<file path="src/rtl/microsequencer.sv">
// Microcode sequencer for the multiplier control unit: uPC, branch evaluation, registered control issue.
// Optional build macro USEQ_CYCLE_COUNT_EN adds the ucycles run-cycle counter output.
//
// state | meaning
// IDLE  | waiting for start after reset, uPC parked at 0
// RUN   | fetching one control word per cycle and issuing its cbits
// HALT  | program finished (halt word or illegal target), done high
module microsequencer #(
  parameter int unsigned AW         = 5,
  parameter int unsigned DW         = 23,
  parameter int unsigned CW         = 15,
  parameter int unsigned DEPTH      = 18,
  parameter int unsigned START_ADDR = 0
) (
  input  logic          clk,
  input  logic          reset,
  input  logic          start,
  output logic [AW-1:0] addr,
  input  logic [DW-1:0] data,
  input  logic [2:0]    status,
  output logic [CW-1:0] ctrl,
  output logic          ctrl_valid,
  output logic          busy,
  output logic          done,
  output logic          illegal
`ifdef USEQ_CYCLE_COUNT_EN
  ,
  output logic [7:0]    ucycles
`endif
);

  typedef enum logic [1:0] {IDLE, RUN, HALT} state_t;

  state_t        state;
  logic [AW-1:0] upc;

  logic [2:0]    cond;
  logic [AW-1:0] target;
  logic [CW-1:0] cbits;
  logic [AW:0]   upc_inc;
  logic [AW:0]   next_pc;
  logic          take;
  logic          bad_cond;
  logic          is_halt;
  logic          out_of_range;

  assign cond   = data[DW-1 -: 3];
  assign target = data[CW+AW-1 : CW];
  assign cbits  = data[CW-1:0];
  assign addr   = upc;
  assign busy   = (state == RUN);
  assign done   = (state == HALT);

  // Increment is one bit wider so a wrap past the top address is caught, not folded to 0.
  assign upc_inc = {1'b0, upc} + {{AW{1'b0}}, 1'b1};

  always_comb begin
    take     = 1'b0;
    bad_cond = 1'b0;
    case (cond)
      3'd0:    take = 1'b1;
      3'd1:    take = status[0];
      3'd2:    take = status[1];
      3'd3:    take = status[2];
      3'd4:    take = 1'b1;
      default: bad_cond = 1'b1;
    endcase
    next_pc      = take ? {1'b0, target} : upc_inc;
    is_halt      = (cond == 3'd4) && (target == upc);
    out_of_range = next_pc > (AW+1)'(DEPTH - 1);
  end

  always_ff @(posedge clk) begin
    if (reset) begin
      state      <= IDLE;
      upc        <= '0;
      ctrl       <= '0;
      ctrl_valid <= 1'b0;
      illegal    <= 1'b0;
`ifdef USEQ_CYCLE_COUNT_EN
      ucycles    <= '0;
`endif
    end else begin
      case (state)
        RUN: begin
          ctrl       <= cbits;
          ctrl_valid <= 1'b1;
`ifdef USEQ_CYCLE_COUNT_EN
          if (ucycles != 8'hff) ucycles <= ucycles + 8'd1;
`endif
          if (bad_cond) illegal <= 1'b1;
          if (is_halt) begin
            state <= HALT;
          end else if (out_of_range) begin
            illegal <= 1'b1;
            state   <= HALT;
          end else begin
            upc <= next_pc[AW-1:0];
          end
        end
        default: begin
          // IDLE and HALT both drop the control bus and wait for start.
          ctrl       <= '0;
          ctrl_valid <= 1'b0;
          if (start) begin
            state <= RUN;
            upc   <= AW'(START_ADDR);
`ifdef USEQ_CYCLE_COUNT_EN
            ucycles <= '0;
`endif
          end
        end
      endcase
    end
  end

endmodule

</file>
<file path="config.mk">
export PLATFORM = sky130hd
export DESIGN_NAME = microsequencer
export DESIGN_NICKNAME = d
export VERILOG_FILES = /design/src/rtl/microsequencer.sv
export SDC_FILE = /design/constraint.sdc
export NUM_CORES = 1
export LEC_CHECK = 0
export ABC_AREA = 1
export BUFFER_PORTS_ARGS = -buffer_cell sky130_fd_sc_hd__clkbuf_2
export CAP_MARGIN = 20
export CORE_MARGIN = 5
export CORE_UTILIZATION = 46
export CTS_BUF_LIST = sky130_fd_sc_hd__clkbuf_8
export DETAILED_ROUTE_END_ITERATION = 10
export PLACE_DENSITY = 0.8
export SYNTH_ARGS = -nofsm -noshare
export SYNTH_HDL_FRONTEND = slang
export SYNTH_SLANG_ARGS = --single-unit
</file>
<file path="constraint.sdc">
create_clock -name clk -period 1.9 [get_ports clk]
set_input_delay 0.19 -clock clk [delete_from_list [all_inputs] [get_ports clk]]
set_output_delay 0.19 -clock clk [all_outputs]
set_load 0.05 [all_outputs]
</file>
==> results.cfg, run 1 <==
[logic_synthesis]
synthArstFlopShare_pct = 0
syn_inst = 151
synth_edf_count = 0
synth_ff_type = dfxtp_1
syn-cell-area_um2 = 1070
yosysUniqueCellTypes = 23
syn-num-nets = 181
yosysSeqAreaShare_pct = 45.1
yosysWarnings = 0
synth-seq-cells = 24
postSynthAreaPerCell_um2 = 7.06

[worst_setup_path]
path_common_cell = nand2_1
arrival_ns = 1.79
crit_cells = 10
worstRegToRegCells = 10
crit_path_end_kind = flop
worstReg2RegStart = addr[2]
crit_end = addr[1]
critPathMaxStageDelay_ns = 0.49
path_buf_inv = 1
rrSetupSlack_ns = 0.29
path_cells = nand4_1, nand2_1, nand3_1, nand2_1, nand3_1, nand2_2, nand3_4, clkinv_2, nand2_1, a21oi_1
worst_setup_path_start_kind = flop
critPathTopFamily = simple AND/OR/NAND/NOR gates
critPathSlowestCell = dfxtp_1
cp_max_fo = 8
r2r-end = addr[1]
cp.required_ns = 2.08
worstSetupStartpoint = addr[2]
crit_type = flop to flop

[final_layout]
diodes = 0
final_area_um2 = 1420
nFillCells = 213
nets = 235
syn_to_final_growth_pct = 33.5
drive_above_1_share_pct = 32.8

[timing]
fin_tns_setup_ns = 0
period_needed_ns = 1.61
finClkSkew_ns = 0.00683
finalCritPeriodShare_pct = 84.8
slew_headroom_pct = 70.6
slew_viol_final = 0
hold_viol_final = 0
grt_setup_unrepaired = no
fmax_ghz = 0.620
tightest_slew_ns = 0.440
setup_viol = 0

[floorplanning]
ios = 53
dieArea_um2 = 3380
core_area_um2 = 2210
rows = 17
die_x_um = 58.1
die_y_um = 58.1
floorplan.initialDensity_pct = 48.2

[worst_hold_path]
min-delay-path-class = input port to flop

[power_and_ir_drop]
p_per_area_nw_per_um2 = 856
leakage_nw = 0.828
ir_worst_vdd_mv = 0.721

[drt]
drt-initial-drc-count = 21
vias_per_cell = 4.52
antenna_left = 0
post_drt_wl_per_cell_um = 9.86
dr.pass1.iters = 3
num_vias = 1049
drt_wl_total_um = 2290
drc = 0

[placed_design]
dpl.hpwl_um = 1970
gp_congestion = 0.842
port_buffers = 52
placed_area_um2 = 1350

[cts]
cts-resized-gates = 0
ctsHtreeMaxLevel = 1
cts_tree = done
cts_buffers = 3
clk_pin_slew_worst_paths_ns = 0.08
worst_skew_pair.late_latency_ns = 0.26
cts_buffer_depth = 2
postCtsSetupRepairBufs = 0
clock_sinks = 24
cts-root-buf = clkbuf_8
holdBufCountCts = 0

[global_routing]
grt_pass1_vias = 982
grt_util_all_layers_pct = 14.5
grt_max_degree = 17
grt.overflow.total = 0
grt_pass1_wl_um = 3940
antenna_found_initial = 0

[run_status]
outcome = finished, final reports clean

[flow_run]
max_cap_viol_count = 0
## report_power, final
group          switching, W  internal, W
Clock              0.000143     0.000281
Combinational      0.000175    0.0000764
Sequential        0.0000149     0.000526
Total              0.000334     0.000883
## through the flow
step / total power, W / utilization, % / worst slack [ns] / hold slack (ns) / cells
floorplan: 0.000733 / - / 0.0732 / 0.302 / 151
global placement: 0.000799 / 61.1 / 0.355 / 0.387 / 228
detailed placement: 0.000807 / 61.1 / 0.309 / 0.391 / 228
CTS: 0.00124 / 64.3 / 0.301 / 0.108 / 232
global route: 0.00128 / 64.3 / 0.134 / 0.116 / 232
finish: 0.00122 / 64.3 / 0.288 / 0.116 / 232
## logic make-up after synthesis
| kind of cell | count (synthesis) | synth area share [%] |
|---|---|---|
| flip-flops | 24 | 45.1 |
| adder cells (fa/ha/maj) | 1 | 1.17 |
| buffers and inverters | 36 | 12.9 |
| AND/OR/NAND/NOR | 73 | 31.1 |
| XOR/XNOR | 5 | 4.11 |
| AO/OA/AOI/OAI | 12 | 5.63 |
## worst min path at each step
stage / from / slack [ns] / to / depth (start not counted)
2_1_floorplan: data[0] / 0.30 / ctrl[0] / 2
3_3_place_gp: data[11] / 0.39 / ctrl[11] / 3
3_5_place_dp: data[2] / 0.39 / ctrl[2] / 3
4_1_cts: data[2] / 0.11 / ctrl[2] / 3
5_1_grt: data[3] / 0.12 / ctrl[3] / 3
6_report: data[2] / 0.12 / ctrl[2] / 3
## tightest hold or removal path, stage by stage
cell and delay [ns]:
clkbuf_2 0.08, inv_1 0.04, nor2_1 0.03
## final cells by class
type                            count  area [um^2]  share of cell area [%]
Sequential cell                    24          483                    33.9
Multi-Input combinational cell     91          448                    31.5
Timing Repair Buffer               52          260                    18.3
Inverter                           33          125                    8.80
Clock buffer                        3         41.3                    2.90
Tap cell                           28         35.0                    2.46
Clock inverter                      1         30.0                    2.11
## state kept, by name, summed over array words and instances (netlist names)
register,count
ctrl_valid,1
illegal,1
ctrl,15
state,2
addr,5
## cells in the final DEF, fill, tap and decap left out, drive strengths merged
| cell | count |
|---|---|
| xor2 | 4 |
| a21oi | 9 |
| dfxtp | 24 |
| inv | 32 |
| or2 | 2 |
| clkinv | 1 |
| ha | 1 |
| nor3 | 2 |
| clkbuf | 55 |
| nand3 | 14 |
| bufinv | 1 |
| xnor2 | 1 |
| nor2 | 23 |
| o21ai | 3 |
| nand2 | 30 |
| nand4 | 2 |
## per-layer routing
layer | up-vias | global-route usage (%) | wire (um)
met5 | - | 0 | 0
met4 | 0 | 4.97 | 13
met3 | 2 | 4.90 | 235
met2 | 34 | 25.2 | 1100
met1 | 453 | 16.5 | 937
li1 | 560 | - | -
## Yosys cell counts (all sizes together) (2+ instances only)
cell type   n  share of area [%]
inv        32                 11
nand2      30                 12
dfxtp      24                 45
nor2       23                8.3
nand3      14                7.7
a21oi       9                4.2
xor2        4                3.3
o21ai       3                1.4
clkbuf      2               0.70
nand4       2                1.2
nor3        2               0.94
or2         2                1.2
(Power assumes the default switching activity.)
==> run 2, diff against run 1 <==
==> constraint.sdc (replaced) <==
create_clock -name clk -period 1.5 [get_ports clk]
set_input_delay 0.15 -clock clk [delete_from_list [all_inputs] [get_ports clk]]
set_output_delay 0.15 -clock clk [all_outputs]
set_load 0.05 [all_outputs]
==> results.cfg, run 2 (synthesized netlist as in run 1, its figures left out) <==
[timing]
setup_viol = 7
fmax_ghz = 0.652
worst_slack_ns = -0.0342
grt_setup_unrepaired = yes
period_needed_ns = 1.53
hold_viol_final = 0
slew_headroom_pct = 71.6
tightest_slew_ns = 0.425
finClkSkew_ns = 0.00253
slew_viol_final = 0
finalCritPeriodShare_pct = 102

[floorplanning]
floorplan.initialDensity_pct = 48.2
core_area_um2 = 2210
die_x_um = 58.1
ios = 53
rows = 17
die_y_um = 58.1
dieArea_um2 = 3380

[final_layout]
nFillCells = 188
layout_common_cells = clkbuf_2 (52), inv_1 (29), nand2_1 (22), nor2_1 (22), dfxtp_1 (19)
utilization_pct = 69.7
syn_to_final_growth_pct = 44.7
seq_area_um2 = 497
diodes = 0
drive_above_1_share_pct = 44.8
top_register = ctrl
multiInputGateArea_um2 = 522
largest_register_ffs = 15
layout_commonest_cell = clkbuf_2
nets = 241

[cts]
clk_pin_slew_worst_paths_ns = 0.08
ctsHtreeMaxLevel = 1
cts_tree = done
holdBufCountCts = 0
clock_sinks = 24
cts_buffer_depth = 2
worst_skew_pair.late_latency_ns = 0.26
cts-root-buf = clkbuf_8
cts_buffers = 3

[global_routing]
grt_pass1_vias = 1032
grt_pass1_wl_um = 4260
antenna_found_initial = 0
grt_max_degree = 17
grt.overflow.total = 0
grt_util_all_layers_pct = 16.5

[worst_setup_path]
critPathSlowestCell = dfxtp_4
worst_setup_path_start_kind = flop
cp_max_fo = 8
cp.required_ns = 1.70
arrival_ns = 1.73
crit_path_end_kind = flop
path_common_cell = nand2_2
path_cells = buf_4, xnor2_2, nand3_1, nand2_2, nand3_2, nand2_2, nand3_4, nand2_2, nand2_1, a21oi_2
critPathMaxStageDelay_ns = 0.37
worstSetupStartpoint = addr[2]
crit_type = flop to flop
worstReg2RegStart = addr[2]

[drt]
post_drt_wl_per_cell_um = 12.1
drc = 0
drt-initial-drc-count = 31
drt_wl_total_um = 2870
antenna_left = 0
vias_per_cell = 4.79
dr.pass1.iters = 4
num_vias = 1139

[power_and_ir_drop]
p_per_area_nw_per_um2 = 958
leakage_nw = 0.861
p_total_w = 0.00148
ir_worst_vdd_mv = 0.844

[placed_design]
dpl.hpwl_um = 2130
port_buffers = 52
gp_congestion = 0.868

[worst_hold_path]
min-delay-path-class = input port to flop
worstHoldStart = data[10]

[run_status]
outcome = finished with violations
violations = setup timing

[flow_run]
max_cap_viol_count = 0
==> run 2: metal layers <==
layer	vias up	wire length (um)	global-route usage (%)
li1	573	-	-
met1	514	1020	15.8
met2	44	1520	29.4
met3	8	270	6.68
met4	0	59	9.60
met5	-	0	0
==> run 2: power by group <==
part / internal [W] / switching, W
combinational: 0.000123 / 0.000253
clock: 0.000234 / 0.000186
sequential: 0.000663 / 0.0000202
==> run 2: final cells by class <==
cell class / count / share of cell area (%)
Sequential cell: 24 / 32.2
Multi-Input combinational cell: 91 / 33.8
Timing Repair Buffer: 58 / 19.8
Inverter: 33 / 8.35
Tap cell: 28 / 2.27
Clock buffer: 4 / 3.57
==> run 2: worst max-delay path: cells and delay by family (launching register included) <==
| kind | cells | cell delay (ns) |
|---|---|---|
| buffers and inverters | 1 | 0.15 |
| xor gates and xnor gates | 1 | 0.15 |
| AOI/OAI and AO/OA | 1 | 0.11 |
| DFF | 1 | 0.37 |
| and+or+nand+nor | 7 | 0.69 |
==> run 2: what timing repair did <==
item,in CTS,in global routing
pin swaps,4,8
gates cloned,0,0
gates resized for setup,1,15
setup buffers,3,3
endpoints found under the setup margin,7,8
==> run 2: final timing paths <==
path	endpoint	slack [ns]	depth (start not counted)
hold reg to reg	state[1]	0.48	2
hold / removal	ctrl[10]	0.07	3
setup / recovery	state[0]	-0.03	10
setup reg to reg	state[0]	-0.03	10
==> run 2: through the flow <==
step           TNS (ns)  hold WS, ns  worst slack (ns)  instances  area [um^2]
2_1_floorplan   -0.0308        0.262          -0.00827        151         1110
3_3_place_gp          0        0.347            0.0253        228         1390
3_5_place_dp     -0.113        0.350           -0.0306        228         1390
4_1_cts               0       0.0667           0.00382        235         1470
5_1_grt          -0.691       0.0659            -0.106        238         1540
6_report         -0.132       0.0748           -0.0342        238         1540
